<file path="src/rtl/except_ctrl_pkg.sv">
// Shared definitions for the MEM-stage exception controller:
// exception codes, CP0 addresses, handler vector, FSM states.
package except_ctrl_pkg;

  localparam logic [4:0] EXC_NONE = 5'h00;
  localparam logic [4:0] EXC_INT  = 5'h01;
  localparam logic [4:0] EXC_ADEL = 5'h04;
  localparam logic [4:0] EXC_ADES = 5'h05;
  localparam logic [4:0] EXC_SYS  = 5'h08;
  localparam logic [4:0] EXC_BP   = 5'h09;
  localparam logic [4:0] EXC_RI   = 5'h0a;
  localparam logic [4:0] EXC_OV   = 5'h0c;
  localparam logic [4:0] EXC_TR   = 5'h0d;
  localparam logic [4:0] EXC_ERET = 5'h0e;

  localparam logic [4:0] CP0_STATUS = 5'd12;
  localparam logic [4:0] CP0_CAUSE  = 5'd13;
  localparam logic [4:0] CP0_EPC    = 5'd14;

  localparam logic [31:0] EXC_VECTOR = 32'hBFC0_0380;

  localparam int F_IADEL = 0;
  localparam int F_RI    = 1;
  localparam int F_OV    = 2;
  localparam int F_TRAP  = 3;
  localparam int F_SYS   = 4;
  localparam int F_BP    = 5;
  localparam int F_LADEL = 6;
  localparam int F_SADES = 7;
  localparam int F_ERET  = 8;

  // Last HOLD count value; HOLD lasts 15 cycles (0..14).
  localparam logic [3:0] HOLD_LAST = 4'd14;

  typedef enum logic [1:0] {
    ST_RUN   = 2'd0,
    ST_DRAIN = 2'd1,
    ST_HOLD  = 2'd2
  } exc_state_e;

endpackage

</file>
<file path="src/rtl/except_ctrl_prio.sv">
// exc_prio: combinational priority encoder, flags + interrupt -> code.
// Ports: exc[8:0] flags, take_int, code[4:0].
module exc_prio
  import except_ctrl_pkg::*;
(
  input  logic [8:0] exc,
  input  logic       take_int,
  output logic [4:0] code
);

  always_comb begin
    code = EXC_NONE;
    priority case (1'b1)
      take_int:     code = EXC_INT;
      exc[F_IADEL]: code = EXC_ADEL;
      exc[F_RI]:    code = EXC_RI;
      exc[F_OV]:    code = EXC_OV;
      exc[F_TRAP]:  code = EXC_TR;
      exc[F_SYS]:   code = EXC_SYS;
      exc[F_BP]:    code = EXC_BP;
      exc[F_LADEL]: code = EXC_ADEL;
      exc[F_SADES]: code = EXC_ADES;
      exc[F_ERET]:  code = EXC_ERET;
      default:      code = EXC_NONE;
    endcase
  end

endmodule

</file>
<file path="src/rtl/except_ctrl.sv">
// MEM-stage exception controller: commits exceptions/interrupts to CP0,
// flushes the pipe and redirects fetch. Ports: clk, rst, stall, MEM
// instruction info, CP0 state + same-cycle MTC0, CP0 update, flush/new_pc.
module except_ctrl
  import except_ctrl_pkg::*;
(
  input  logic        clk,
  input  logic        rst,
  input  logic [5:0]  stall,
  input  logic        mem_valid_i,
  input  logic [31:0] mem_pc_i,
  input  logic        mem_in_delayslot_i,
  input  logic [31:0] mem_bad_vaddr_i,
  input  logic [8:0]  mem_exc_i,
  input  logic [31:0] cp0_status_i,
  input  logic [31:0] cp0_cause_i,
  input  logic [31:0] cp0_epc_i,
  input  logic        mem_cp0_we_i,
  input  logic [4:0]  mem_cp0_waddr_i,
  input  logic [31:0] mem_cp0_wdata_i,
  output logic [31:0] excepttype_o,
  output logic [31:0] pc_o,
  output logic [31:0] bad_vaddr_o,
  output logic        is_in_delayslot_o,
  output logic        flush_o,
  output logic [31:0] new_pc_o,
  output logic        int_pending_o
);

  exc_state_e  state, state_nxt;
  logic [3:0]  tmo_cnt;
  logic [31:0] npc_q;

  logic        wr_status, wr_cause, wr_epc;
  logic [7:0]  im, ip;
  logic        ie, exl;
  logic [31:0] epc_eff;
  logic        int_req, take_int;
  logic        in_run, commit;
  logic [4:0]  code;

  logic unused_bits;
  assign unused_bits = &{1'b0, stall[5], stall[3:0],
    cp0_status_i[31:16], cp0_status_i[7:2],
    cp0_cause_i[31:16], cp0_cause_i[7:0]};

  // MTC0 in MEM this cycle overrides the architectural CP0 view.
  assign wr_status = mem_cp0_we_i && (mem_cp0_waddr_i == CP0_STATUS);
  assign wr_cause  = mem_cp0_we_i && (mem_cp0_waddr_i == CP0_CAUSE);
  assign wr_epc    = mem_cp0_we_i && (mem_cp0_waddr_i == CP0_EPC);

  assign im  = wr_status ? mem_cp0_wdata_i[15:8] : cp0_status_i[15:8];
  assign ie  = wr_status ? mem_cp0_wdata_i[0] : cp0_status_i[0];
  assign exl = wr_status ? mem_cp0_wdata_i[1] : cp0_status_i[1];
  // Only the software interrupt bits of Cause are writable.
  assign ip  = {cp0_cause_i[15:10],
                wr_cause ? mem_cp0_wdata_i[9:8] : cp0_cause_i[9:8]};
  assign epc_eff = wr_epc ? mem_cp0_wdata_i : cp0_epc_i;

  assign int_req  = ie & ~exl & (|(ip & im));
  assign take_int = int_pending_o & int_req;

  assign in_run = (state == ST_RUN);
  assign commit = ~rst & mem_valid_i & ~stall[4] & in_run;

  exc_prio u_prio (
    .exc      (mem_exc_i),
    .take_int (take_int),
    .code     (code)
  );

  assign flush_o      = commit & (code != EXC_NONE);
  assign excepttype_o = commit ? {27'd0, code} : 32'd0;
  assign new_pc_o     = !flush_o ? 32'd0 :
                        (code == EXC_ERET) ? epc_eff : EXC_VECTOR;

  assign pc_o              = mem_pc_i;
  assign is_in_delayslot_o = mem_in_delayslot_i;

  // Fetch AdEL outranks load AdEL, so the flag tells them apart.
  always_comb begin
    bad_vaddr_o = 32'd0;
    if (commit && code == EXC_ADEL)
      bad_vaddr_o = mem_exc_i[F_IADEL] ? mem_pc_i : mem_bad_vaddr_i;
    else if (commit && code == EXC_ADES)
      bad_vaddr_o = mem_bad_vaddr_i;
  end

  always_comb begin
    state_nxt = state;
    unique case (state)
      ST_RUN:   if (flush_o) state_nxt = ST_DRAIN;
      ST_DRAIN: state_nxt = ST_HOLD;
      ST_HOLD:
        if ((mem_valid_i && mem_pc_i == npc_q) ||
            tmo_cnt == HOLD_LAST)
          state_nxt = ST_RUN;
      default:  state_nxt = ST_RUN;
    endcase
  end

  always_ff @(posedge clk) begin
    if (rst) begin
      state         <= ST_RUN;
      int_pending_o <= 1'b0;
      tmo_cnt       <= 4'd0;
      npc_q         <= 32'd0;
    end else begin
      state         <= state_nxt;
      int_pending_o <= in_run & int_req;
      if (state == ST_HOLD && state_nxt == ST_HOLD)
        tmo_cnt <= tmo_cnt + 4'd1;
      else
        tmo_cnt <= 4'd0;
      if (flush_o)
        npc_q <= new_pc_o;
    end
  end

endmodule

</file>
<file path="config.mk">
export PLATFORM = sky130hd
export DESIGN_NAME = except_ctrl
export DESIGN_NICKNAME = d
export VERILOG_FILES = /design/src/rtl/except_ctrl_pkg.sv /design/src/rtl/except_ctrl_prio.sv /design/src/rtl/except_ctrl.sv
export SDC_FILE = /design/constraint.sdc
export NUM_CORES = 1
export LEC_CHECK = 0
export ABC_CLOCK_PERIOD_IN_PS = 9500
export CORE_AREA = 2 2 135 137
export DETAILED_ROUTE_END_ITERATION = 10
export DIE_AREA = 0 0 137 139
export MAX_ROUTING_LAYER = met4
export PLACE_DENSITY = 0.67
export SYNTH_ARGS = -nofsm -noshare
export SYNTH_HDL_FRONTEND = slang
export SYNTH_SLANG_ARGS = --single-unit
</file>
<file path="constraint.sdc">
create_clock -name clk -period 9.5 [get_ports clk]
set_clock_uncertainty 0.15 [all_clocks]
set_input_delay 1.9 -clock clk [delete_from_list [all_inputs] [get_ports clk]]
set_output_delay 1.9 -clock clk [all_outputs]
set_load 0.01 [all_outputs]
</file>
==> impl_metrics.env <==
export IMPL_status="finished, final reports clean"
export IMPL_ant_nets=0
export IMPL_worst_pin_slew_ps=891
export IMPL_cts_path_max_buffers=2
export IMPL_cts_resized=0
export IMPL_finalCriticalPeriod_ps=7790
export IMPL_port_buffers=266
export IMPL_peakVddDrop_mv=0.0597
export IMPL_ys_types=45
export IMPL_wl_per_cell_um=16.9
export IMPL_dr_first_iter_drc_count=127
export IMPL_rsz0062_at_grt="no"
export IMPL_cp_cell_sequence="clkdlybuf4s50_1 -> nand4b_4 -> nor3_4 -> mux2_2 -> a221oi_1 -> a21oi_2 -> nor3_4 -> buf_4 -> a22o_1 -> clkdlybuf4s50_1"
export IMPL_start_kind="input port"
export IMPL_synthesis_area_mm2=0.00356
export IMPL_power_mw=0.535
export IMPL_swShare=0.258
export IMPL_crit_path_end_kind="primary output"
export IMPL_dieArea_mm2=0.0190
export IMPL_numClockSinks=39
export IMPL_synth_most_common_cell="buf_4"
export IMPL_dieHeight_um=139
export IMPL_first_global_vias=3542
export IMPL_syn_inst=415
export IMPL_cpMaxStageDelayCell="nor3_4"
export IMPL_leakagePower_nw=2.17
export IMPL_routed_wl_um=14600
export IMPL_synthFlopType="dfxtp_1"
export IMPL_start_util=0.202
export IMPL_hold_path_class="flop to flop"
export IMPL_critPathKind="input port to primary output"
export IMPL_vias=3719
export IMPL_postCtsSetupBuffers=0
export IMPL_synth_edf_count=0
export IMPL_vias_per_cell=4.29
export IMPL_final_hold_viol_count=0
export IMPL_grt_pass1_wl_um=20900
export IMPL_dp_hpwl_um=12200
export IMPL_ys_seq_area_frac=0.219
export IMPL_relSlewSlack=0.406
export IMPL_synth_top_area_frac=0.219
export IMPL_dieWidth_um=137
export IMPL_tns_ps=0
export IMPL_place_congestion=0.797
export IMPL_ys_top_cells_by_area="dfxtp_1, buf_4, mux2i_1"
export IMPL_cp_required_ps=7450
export IMPL_drive_gt1_frac=0.0722
export IMPL_rows=49
export IMPL_synth_seq_cells=39
export IMPL_crit_fanout=20
export IMPL_crit_arrival_ps=5740
export IMPL_seqPwrFrac=0.318
export IMPL_ctsHoldBuffers=0
export IMPL_maxSlewViolCount=0
export IMPL_drcViolationCount=0
export IMPL_nets=855
export IMPL_fin_crit_sh=0.820
export IMPL_cellPowerDensity_mw_per_mm2=85.5
export IMPL_cts_buffers=5
export IMPL_p_sw_mw=0.138
export IMPL_syn_area_per_cell_um2=8.59
export IMPL_cts_tree="built"
export IMPL_dr_pass1_iters=4
export IMPL_p_clk_frac=0.372
export IMPL_area_growth_pct=75.8
export IMPL_antenna_found_initial=0
export IMPL_comb_power_share=0.310
export IMPL_cts_clk_slew_worst_paths_ps=60
export IMPL_grt_max_degree=36
export IMPL_intPower_mw=0.398
export IMPL_max_cap_viol_count=0
export IMPL_core_area_mm2=0.0177
export IMPL_max_freq_ghz=0.128
export IMPL_yosysWarnings=0
export IMPL_overflow=0
export IMPL_io_pins=348
export IMPL_yosysTopAreaCell="dfxtp_1"
export IMPL_finalSetupViolations=0
export IMPL_clockRootBuffer="clkbuf_16"
export IMPL_synthTopCellsByCount="buf_4, dfxtp_1, mux2i_1"
export IMPL_grt_usage=0.148
export IMPL_htreeDepth=2
export IMPL_fillers=1823
export IMPL_slowest_delay_ps=580
export IMPL_clk_insertion_delay_late_ps=280
export IMPL_async_flop_share=0
==> cells by family (layout without fill, tap and decap cells) <==
logic type      Yosys count  count (layout)  share of synthesized area
other cells               1              29                    0.00105
xor+xnor                 34              34                     0.0835
simple gates             84              84                      0.121
flops                    39              39                      0.219
compound gates           94              94                      0.257
fa+ha+maj                 2               2                    0.00702
mux                      38              38                      0.107
buf+inv                 123             318                      0.204
==> power by group through the flow <==
stage / clock, mW / combinational, mW / sequential, mW
after CTS: 0.207 / 0.168 / 0.170
after detailed placement: 0 / 0.167 / 0.174
after global routing: 0.211 / 0.179 / 0.170
after floorplan: 0 / 0.0726 / 0.173
final: 0.199 / 0.166 / 0.170
after global placement: 0 / 0.167 / 0.174
==> state kept, by name, indices dropped and copies added, names as in the netlist <==
| signal | count |
|---|---|
| npc_q | 32 |
| tmo_cnt | 4 |
| int_pending_o | 1 |
| state | 2 |
==> placed cells by master (no fill, tap or decap), types with 8 or more instances in the layout <==
cell type	count
clkdlybuf4s50_1	265
a21oi_1	18
inv_1	35
nand2_1	13
mux2i_1	36
nor2_1	35
dfxtp_1	39
xnor2_1	29
o32ai_2	19
nand4_1	9
a221oi_1	13
a22o_1	32
conb_1	28
buf_4	8
==> per-layer routing <==
layer / global-route usage / part of all wire / wire (um) / vias up
li1: - / - / - / 1843
met1: 0.175 / 0.41 / 6050 / 1712
met2: 0.265 / 0.52 / 7530 / 160
met3: 0.0212 / 0.065 / 948 / 4
met4: 0.0260 / 0.0059 / 86 / 0
met5: - / 0 / 0 / -
==> path summary, 6_finish.rpt <==
check | from | to | slack, ps | depth (start not counted)
worst max-delay path | mem_cp0_waddr_i[3] | bad_vaddr_o[10] | 1710 | 10
worst min-delay path | tmo_cnt[0] | tmo_cnt[0] | 310 | 1
worst max register to register | npc_q[31] | tmo_cnt[2] | 7060 | 7
worst min register to register | tmo_cnt[0] | tmo_cnt[0] | 310 | 1
==> through the flow <==
step           hold WS [ps]  cells  instance area [um2]  setup WS, ps   util
6_report                311    867                 6270          1710  0.355
5_1_grt                 346    866                 6260          1440  0.355
4_1_cts                 319    866                 6260          1630  0.355
3_5_place_dp            306    858                 6090          1620  0.345
3_3_place_gp            297    858                 6090          1630  0.345
2_1_floorplan           280    442                 3670          3490      -
==> final cells by class <==
class,count,area [um2],share of cell area
multi-input combinational,280,2170,0.346
tap,229,287,0.0457
sequential,39,781,0.125
antenna,1,2.50,0.000399
inverter,36,135,0.0216
clock inverter,2,35.0,0.00559
timing repair buffer,274,2720,0.434
clock buffer,6,139,0.0222
==> worst max-delay path: cells and delay by family <==
family                 cells  cell delay (ps)
AND/OR/NAND/NOR            3             1070
AO/OA/AOI/OAI              3              920
multiplexers               1              390
buffers and inverters      3             1440
No activity file was read; power rests on OpenSTA's default activity.
